### src/rtl/heading_update_ctrl.sv
// Averages NUM_SAMPLES pinger fixes per axis and issues (pinger average - AUV position)
// as a heading vector over valid/ready, with an inter-sample timeout and a post-issue holdoff.
module heading_update_ctrl #(
  parameter int NUM_SAMPLES    = 4,
  parameter int HOLDOFF_CYCLES = 16,
  parameter int TIMEOUT_CYCLES = 255
) (
  input  logic       clk,
  input  logic       rst,
  input  logic       enable,
  input  logic       pinger_valid,
  output logic       pinger_ready,
  input  logic [7:0] pinger_x,
  input  logic [7:0] pinger_y,
  input  logic [7:0] pinger_z,
  input  logic [7:0] auv_x,
  input  logic [7:0] auv_y,
  input  logic [7:0] auv_z,
  output logic       heading_valid,
  input  logic       heading_ready,
  output logic [8:0] heading_dx,
  output logic [8:0] heading_dy,
  output logic [8:0] heading_dz,
  output logic       busy,
  output logic       stale
);

  localparam int         SHIFT      = $clog2(NUM_SAMPLES);
  localparam logic [3:0] COUNT_LAST = 4'(NUM_SAMPLES);
  localparam logic [7:0] GAP_LAST   = 8'(TIMEOUT_CYCLES - 1);
  localparam logic [7:0] HOLD_LAST  = 8'(HOLDOFF_CYCLES - 1);

  typedef enum logic [2:0] {
    S_IDLE    = 3'd0,
    S_ACCUM   = 3'd1,
    S_CALC    = 3'd2,
    S_ISSUE   = 3'd3,
    S_HOLDOFF = 3'd4
  } state_t;

  state_t            state_q, state_d;
  logic [2:0][10:0]  sum_q, sum_d;
  logic [3:0]        count_q, count_d;
  logic [7:0]        gap_q, gap_d;
  logic [7:0]        hold_q, hold_d;
  logic [2:0][8:0]   heading_q, heading_d;
  logic              pinger_ready_q, pinger_ready_d;
  logic              heading_valid_q, heading_valid_d;
  logic              busy_q, busy_d;
  logic              stale_q, stale_d;

  logic [2:0][7:0]   pinger_pos;
  logic [2:0][7:0]   auv_pos;
  logic [2:0][8:0]   diff;
  logic              accept;
  logic              timeout;

  assign pinger_pos = {pinger_z, pinger_y, pinger_x};
  assign auv_pos    = {auv_z, auv_y, auv_x};
  assign accept     = pinger_valid & pinger_ready_q;

  // Both operands are zero-extended to 9 bits, so the difference spans -255..+255 exactly.
  for (genvar gi = 0; gi < 3; gi++) begin : g_axis
    logic [7:0] avg;
    assign avg      = 8'(sum_q[gi] >> SHIFT);
    assign diff[gi] = {1'b0, avg} - {1'b0, auv_pos[gi]};
  end

  always_ff @(posedge clk or posedge rst) begin
    if (rst) begin
      state_q         <= S_IDLE;
      sum_q           <= '0;
      count_q         <= '0;
      gap_q           <= '0;
      hold_q          <= '0;
      heading_q       <= '0;
      pinger_ready_q  <= 1'b0;
      heading_valid_q <= 1'b0;
      busy_q          <= 1'b0;
      stale_q         <= 1'b0;
    end else begin
      state_q         <= state_d;
      sum_q           <= sum_d;
      count_q         <= count_d;
      gap_q           <= gap_d;
      hold_q          <= hold_d;
      heading_q       <= heading_d;
      pinger_ready_q  <= pinger_ready_d;
      heading_valid_q <= heading_valid_d;
      busy_q          <= busy_d;
      stale_q         <= stale_d;
    end
  end

  always_comb begin
    state_d   = state_q;
    sum_d     = sum_q;
    count_d   = count_q;
    gap_d     = gap_q;
    hold_d    = hold_q;
    heading_d = heading_q;
    timeout   = 1'b0;
    case (state_q)
      S_IDLE: begin
        if (accept) begin
          for (int i = 0; i < 3; i++) sum_d[i] = {3'b000, pinger_pos[i]};
          count_d = 4'd1;
          gap_d   = '0;
          state_d = S_ACCUM;
        end
      end
      S_ACCUM: begin
        // Dropping enable abandons the batch silently; only a timeout reports stale.
        if (!enable) begin
          sum_d   = '0;
          count_d = '0;
          gap_d   = '0;
          state_d = S_IDLE;
        end else if (accept) begin
          for (int i = 0; i < 3; i++) sum_d[i] = sum_q[i] + {3'b000, pinger_pos[i]};
          count_d = count_q + 4'd1;
          gap_d   = '0;
          if (count_q + 4'd1 == COUNT_LAST) state_d = S_CALC;
        end else if (gap_q == GAP_LAST) begin
          sum_d   = '0;
          count_d = '0;
          gap_d   = '0;
          timeout = 1'b1;
          state_d = S_IDLE;
        end else begin
          gap_d = gap_q + 8'd1;
        end
      end
      S_CALC: begin
        heading_d = diff;
        sum_d     = '0;
        count_d   = '0;
        state_d   = S_ISSUE;
      end
      S_ISSUE: begin
        if (heading_ready) begin
          hold_d  = '0;
          state_d = S_HOLDOFF;
        end
      end
      S_HOLDOFF: begin
        if (hold_q == HOLD_LAST) begin
          hold_d  = '0;
          state_d = S_IDLE;
        end else begin
          hold_d = hold_q + 8'd1;
        end
      end
      default: state_d = S_IDLE;
    endcase
  end

  always_comb begin
    pinger_ready_d  = enable && (state_d == S_IDLE || state_d == S_ACCUM);
    heading_valid_d = (state_d == S_ISSUE);
    busy_d          = (state_d != S_IDLE);
    stale_d         = timeout;
  end

  assign pinger_ready  = pinger_ready_q;
  assign heading_valid = heading_valid_q;
  assign heading_dx    = heading_q[0];
  assign heading_dy    = heading_q[1];
  assign heading_dz    = heading_q[2];
  assign busy          = busy_q;
  assign stale         = stale_q;

endmodule

### config.mk
export PLATFORM = sky130hd
export DESIGN_NAME = heading_update_ctrl
export DESIGN_NICKNAME = d
export VERILOG_FILES = /design/src/rtl/heading_update_ctrl.sv
export SDC_FILE = /design/constraint.sdc
export NUM_CORES = 1
export LEC_CHECK = 0
export ABC_CLOCK_PERIOD_IN_PS = 8000
export BUFFER_PORTS_ARGS = -buffer_cell sky130_fd_sc_hd__clkbuf_2
export CAP_MARGIN = 30
export CORE_MARGIN = 2
export CORE_UTILIZATION = 55
export CTS_CLUSTER_DIAMETER = 30
export DETAILED_ROUTE_END_ITERATION = 10
export GPL_TIMING_DRIVEN = 0
export PLACE_DENSITY_LB_ADDON = 0.15
export SLEW_MARGIN = 20
export SYNTH_ARGS = -nofsm -noshare
export SYNTH_HDL_FRONTEND = slang
export SYNTH_SLANG_ARGS = --single-unit
export TNS_END_PERCENT = 1
### constraint.sdc
create_clock -name clk -period 8 [get_ports clk]
set_input_delay 1.6 -clock clk [delete_from_list [all_inputs] [get_ports clk]]
set_output_delay 1.6 -clock clk [all_outputs]
set_load 0.05 [all_outputs]
== After elaboration in Yosys (flattened, before gate mapping) ==
Index checks and enable logic that the tools add are counted.
Word-level totals
  memories: 0
  memory bits (read-only): 0
  bits in latches: 0
  flip-flop bits (word level): 87
  bits in writable memories: 0
Cells by class
  shifts and indexed selects: 0
  $add $sub $neg: 9
  $lt $le $gt $ge: 0
  divide/modulo/power cells: 0
  bitwise logic cells: 1
  reductions and logical operators: 11
  eq/ne operators: 12
  multiplexer cells: 30
  multipliers: 0
Operators with widths (count)
  $mux W33: 4
  $pmux W33 S3: 1
  $mux W8: 6
  $add A11 B8 Y11: 3
  $pmux W8 S2: 2
  $sub A8 B8 Y9: 3
  $mux W3: 7
  $add A8 B1 Y8 const B: 2
  $mux W4: 4
  $pmux W3 S5: 1
  $pmux W4 S3: 1
  $eq A3 B2 Y1 const B: 3
  $eq A8 B4 Y1 const B: 1
  $eq A8 B8 Y1 const B: 1
  $eq A3 B1 Y1 const B: 2
  $logic_not A3 Y1: 2
  $reduce_bool A3 Y1: 2
  $add A4 B1 Y4 const B: 1
  $eq A4 B3 Y1 const B: 1
  $mux W1: 4
  $ne A2 B2 Y1 const B: 2
  $ne A4 B4 Y1 const B: 1
  $reduce_and A2 Y1: 2
  $reduce_bool A2 Y1: 2
  other kinds (5): 5

== Depth between registers and ports, before layout ==
  depth after elaboration: 9
  depth in mapped cells: 8

== Worst setup path after synthesis ==
Ideal clock, no wire load.
  kind: input port to flip-flop
  from: input port pinger_y[0]
  to: register sum_q, in the netlist g_axis[1].avg[4]
  setup slack: 4739 ps
  arrival time: 3137 ps
  path buffers: 0
  setup time: 124 ps
  required time: 7876 ps
  stages on the path: 7
  cells stage by stage: ha_1 fa_1 a211oi_1 o21ai_1 a21oi_1 xnor2_1 a211o_1
On the way
  longest elaborated chain between the ends: 4
RTL lines
  from (decl): RTL line 14  | input logic [7:0] pinger_y,
  $add A11 B8 Y11: RTL line 120  | for (int i = 0; i < 3; i++) sum_d[i] = sum_q[i] + {3'b000, pinger_pos[i]};
  $mux W33: RTL line 119  | end else if (accept) begin
  $mux W33: RTL line 114  | if (!enable) begin
  $pmux W33 S3: RTL line 103  | case (state_q)
  to (signal assigned): RTL line 83  | sum_q <= sum_d;
  to (decl): RTL line 42  | logic [2:0][10:0] sum_q, sum_d;
Every way passes these cells.
A chain may end at the register's enable or synchronous reset.

== Worst setup path after layout ==
Same ends and word-level chain as after synthesis.

==> results.json <==
{
  "power_frac_seq": 0.391,
  "fin_setup_tns_ns": 0,
  "rsz0062_at_grt": "false",
  "grt-ovfl-total": 0,
  "clkPwrFrac": 0.232,
  "viasPerCell": 5.68,
  "critPathMaxStageDelay_ns": 0.42,
  "wl_met1_microns": 6570,
  "tightest_slew_ns": 0.988,
  "swShare": 0.391,
  "numCtsBuffers": 9,
  "grt_max_degree": 57,
  "wl_met3_microns": 785,
  "setup_violations": 0,
  "pre_cts_ws_ns": 4.46,
  "crit_chain": "clkbuf_2, ha_1, fa_1, a211oi_1, o21ai_1, a21oi_1, xnor2_1, a211o_1",
  "drc_errors": 0,
  "io_buffers": 83,
  "track_usage": 0.259,
  "core-area_sq_um": 10200,
  "clk_latency_ns": 0.36,
  "crit_arrival_ns": 3.45,
  "fp-row-count": 37,
  "antenna_found_initial": 0,
  "num_vias": 4979,
  "peakVddDrop_uv": 120,
  "post-route-period-util": 0.399,
  "p_per_area_nw_per_um2": 195,
  "synthCells": 640,
  "initial_core_util": 0.559,
  "yosysWarnings": 0,
  "drive_gt1_frac": 0.166,
  "gp_congestion": 0.919,
  "synth_cell_types": 55,
  "path_clk_slew_ns": 0.10,
  "cp_max_fo": 3,
  "cts_tree": "yes",
  "power_switching_mw": 0.494,
  "drt_iter0_markers": 377,
  "postCtsSetupRepairBufs": 0,
  "synth_seq_cells": 84,
  "synth_area_sq_um": 5690,
  "crit_type": "input pin to flip-flop",
  "met2WireLength_microns": 6270,
  "dr.max_layer_used": "met4",
  "grt_pass1_vias": 4790,
  "critPathLaunchType": "input pin",
  "min_path_type": "flip-flop to flip-flop",
  "fin_ws_ns": 4.81,
  "fin_util": 0.637,
  "cts_hold_buffers": 0,
  "die_h_microns": 106,
  "drtAntennaViolNets": 0,
  "maxCapViolCount": 0,
  "fin_skew_ns": 0.0135,
  "crit_required_ns": 8.26,
  "async_reset_ff_frac": 1.00,
  "nets": 847,
  "hold_viol_final": 0,
  "synth-edff-count": 0,
  "area_delta_synth_final_pct": 14.0,
  "root_buffer": "clkbuf_8",
  "die_area_sq_um": 11200,
  "ys.flop_type": "dfrtp_1",
  "power.internal_mw": 0.769,
  "seq_area_frac_synth": 0.369,
  "cts-htree-levels": 3,
  "p_leak_nw": 3.18,
  "grt_pass1_wl_microns": 23300,
  "status": "complete, no violations",
  "drtPass1Iterations": 5,
  "fmax_mhz": 313,
  "cts_sinks": 84,
  "slew_headroom": 0.335,
  "layout_min_cycle_time_ns": 3.19,
  "syn_nets": 752,
  "cpMaxStageDelayCell": "fa_1",
  "cts_buffer_depth": 2,
  "post_drt_wl_per_cell_microns": 15.8,
  "finalWirelength_microns": 13800,
  "place_hpwl_microns": 10600,
  "avgSynthCellArea_sq_um": 8.89,
  "comb_power_share": 0.377,
  "ios": 84,
  "antennaDiodeCount": 0,
  "die_w_microns": 106,
  "end_kind": "flip-flop",
  "finalNonFillerCells": 876,
  "ctsResizeCount": 0,
  "final-max-slew-violation-count": 0,
  "placedCellCount": 860
}
==> worst paths after layout <==
path                                                start                            to  slack [ns]  depth (start not counted)
worst max register to register      sum_q[11]$_DFFE_PP0P_  g_axis[1].avg[4]$_DFFE_PP0P_        5.76                          7
worst min register to register  heading_dy[1]$_DFFE_PP0P_     heading_dy[1]$_DFFE_PP0P_        0.49                          2
max in group asynchronous                             rst  g_axis[2].avg[1]$_DFFE_PP0P_        6.17                          3
min in group asynchronous                             rst     heading_dy[6]$_DFFE_PP0P_        1.22                          2
worst min-delay path            heading_dy[1]$_DFFE_PP0P_     heading_dy[1]$_DFFE_PP0P_        0.49                          2
worst max-delay path                          pinger_y[0]  g_axis[1].avg[4]$_DFFE_PP0P_        4.81                          8
==> per-stage QoR <==
stage / hold slack (ns) / total power [mW] / cell area, sq um
global placement: 0.461 / 0.950 / 6280
finish: 0.487 / 1.26 / 6490
global route: 0.522 / 1.36 / 6490
detailed placement: 0.476 / 0.971 / 6310
floorplan: 0.450 / 0.850 / 5690
CTS: 0.498 / 1.26 / 6490
==> per-layer routing <==
metal,vias to the layer above,global-route usage
met4,0,0.0724
met1,2311,0.377
met5,-,0
met3,19,0.0445
li1,2490,-
met2,159,0.400
==> placed cells by master (no fill, tap or decap), types with 4 or more instances in the layout <==
| master | Yosys | final |
|---|---|---|
| buf_2 | 9 | 9 |
| or3_1 | 8 | 8 |
| o21ai_0 | 26 | 26 |
| clkbuf_2 | 0 | 83 |
| nor2_1 | 53 | 53 |
| and3_1 | 6 | 6 |
| o211ai_1 | 5 | 5 |
| a22oi_1 | 9 | 9 |
| clkbuf_1 | 9 | 9 |
| nand2b_1 | 14 | 14 |
| dfrtp_1 | 84 | 84 |
| nand4_1 | 4 | 4 |
| xor2_1 | 27 | 27 |
| a21o_1 | 5 | 5 |
| ha_1 | 53 | 53 |
| a21oi_1 | 45 | 45 |
| a22o_1 | 5 | 5 |
| a221oi_1 | 9 | 9 |
| a211oi_1 | 12 | 12 |
| o31ai_1 | 17 | 17 |
| nand4b_1 | 4 | 4 |
| nand2_1 | 70 | 70 |
| fa_1 | 6 | 6 |
| nand3_1 | 15 | 15 |
| clkbuf_8 | 0 | 9 |
| nor3_1 | 10 | 10 |
| o21a_1 | 12 | 12 |
| inv_1 | 40 | 39 |
| o21ai_1 | 37 | 37 |
==> power groups by stage <==
stage	Combinational, mW	Sequential [mW]	Clock [mW]
finish	0.477	0.494	0.292
global route	0.539	0.498	0.320
CTS	0.471	0.493	0.298
detailed placement	0.469	0.502	0
global placement	0.450	0.500	0
floorplan	0.350	0.500	0
==> registers in the layout (all words and copies together) (netlist names) <==
register       cells
state_q            3
pinger_ready       1
heading_dz         9
heading_valid      1
sum_q              6
stale              1
gap_q              8
hold_q             8
heading_dy         9
busy               1
heading_dx         9
count_q            4
g_axis.avg        24
==> cell families after synthesis <==
kind of cell    synth area share
compound gates             0.222
simple gates               0.181
buf+inv                   0.0435
flops                      0.369
xor+xnor                  0.0462
fa+ha+maj                  0.138
==> final cells by class <==
| cell class | instances | area (sq um) |
|---|---|---|
| buffer | 20 | 97.6 |
| clock buffer | 9 | 124 |
| clock inverter | 7 | 58.8 |
| fill | 873 | 3690 |
| inverter | 40 | 153 |
| multi-input combinational | 496 | 3340 |
| sequential | 84 | 2100 |
| tap | 136 | 170 |
| timing repair buffer | 84 | 443 |
==> synthesized netlist by cell type, types with 10 or more instances <==
| cell type | instances | area share |
|---|---|---|
| a211oi_1 | 12 | 0.016 |
| xor2_1 | 27 | 0.042 |
| nand3_1 | 15 | 0.013 |
| nor3_1 | 10 | 0.0088 |
| dfrtp_1 | 84 | 0.37 |
| nor2_1 | 53 | 0.035 |
| inv_1 | 40 | 0.026 |
| ha_1 | 53 | 0.12 |
| o31ai_1 | 17 | 0.022 |
| o21ai_1 | 37 | 0.033 |
| o21ai_0 | 26 | 0.023 |
| nand2_1 | 70 | 0.046 |
| a21oi_1 | 45 | 0.040 |
| nand2b_1 | 14 | 0.015 |
| o21a_1 | 12 | 0.016 |
==> worst max-delay path: cells and delay by family <==
family / cells / cell delay (ns)
compound gates: 4 / 1.01
xor+xnor: 1 / 0.09
buf+inv: 1 / 0.09
fa+ha+maj: 2 / 0.65
Note: power is estimated with default switching activity, not from simulation.
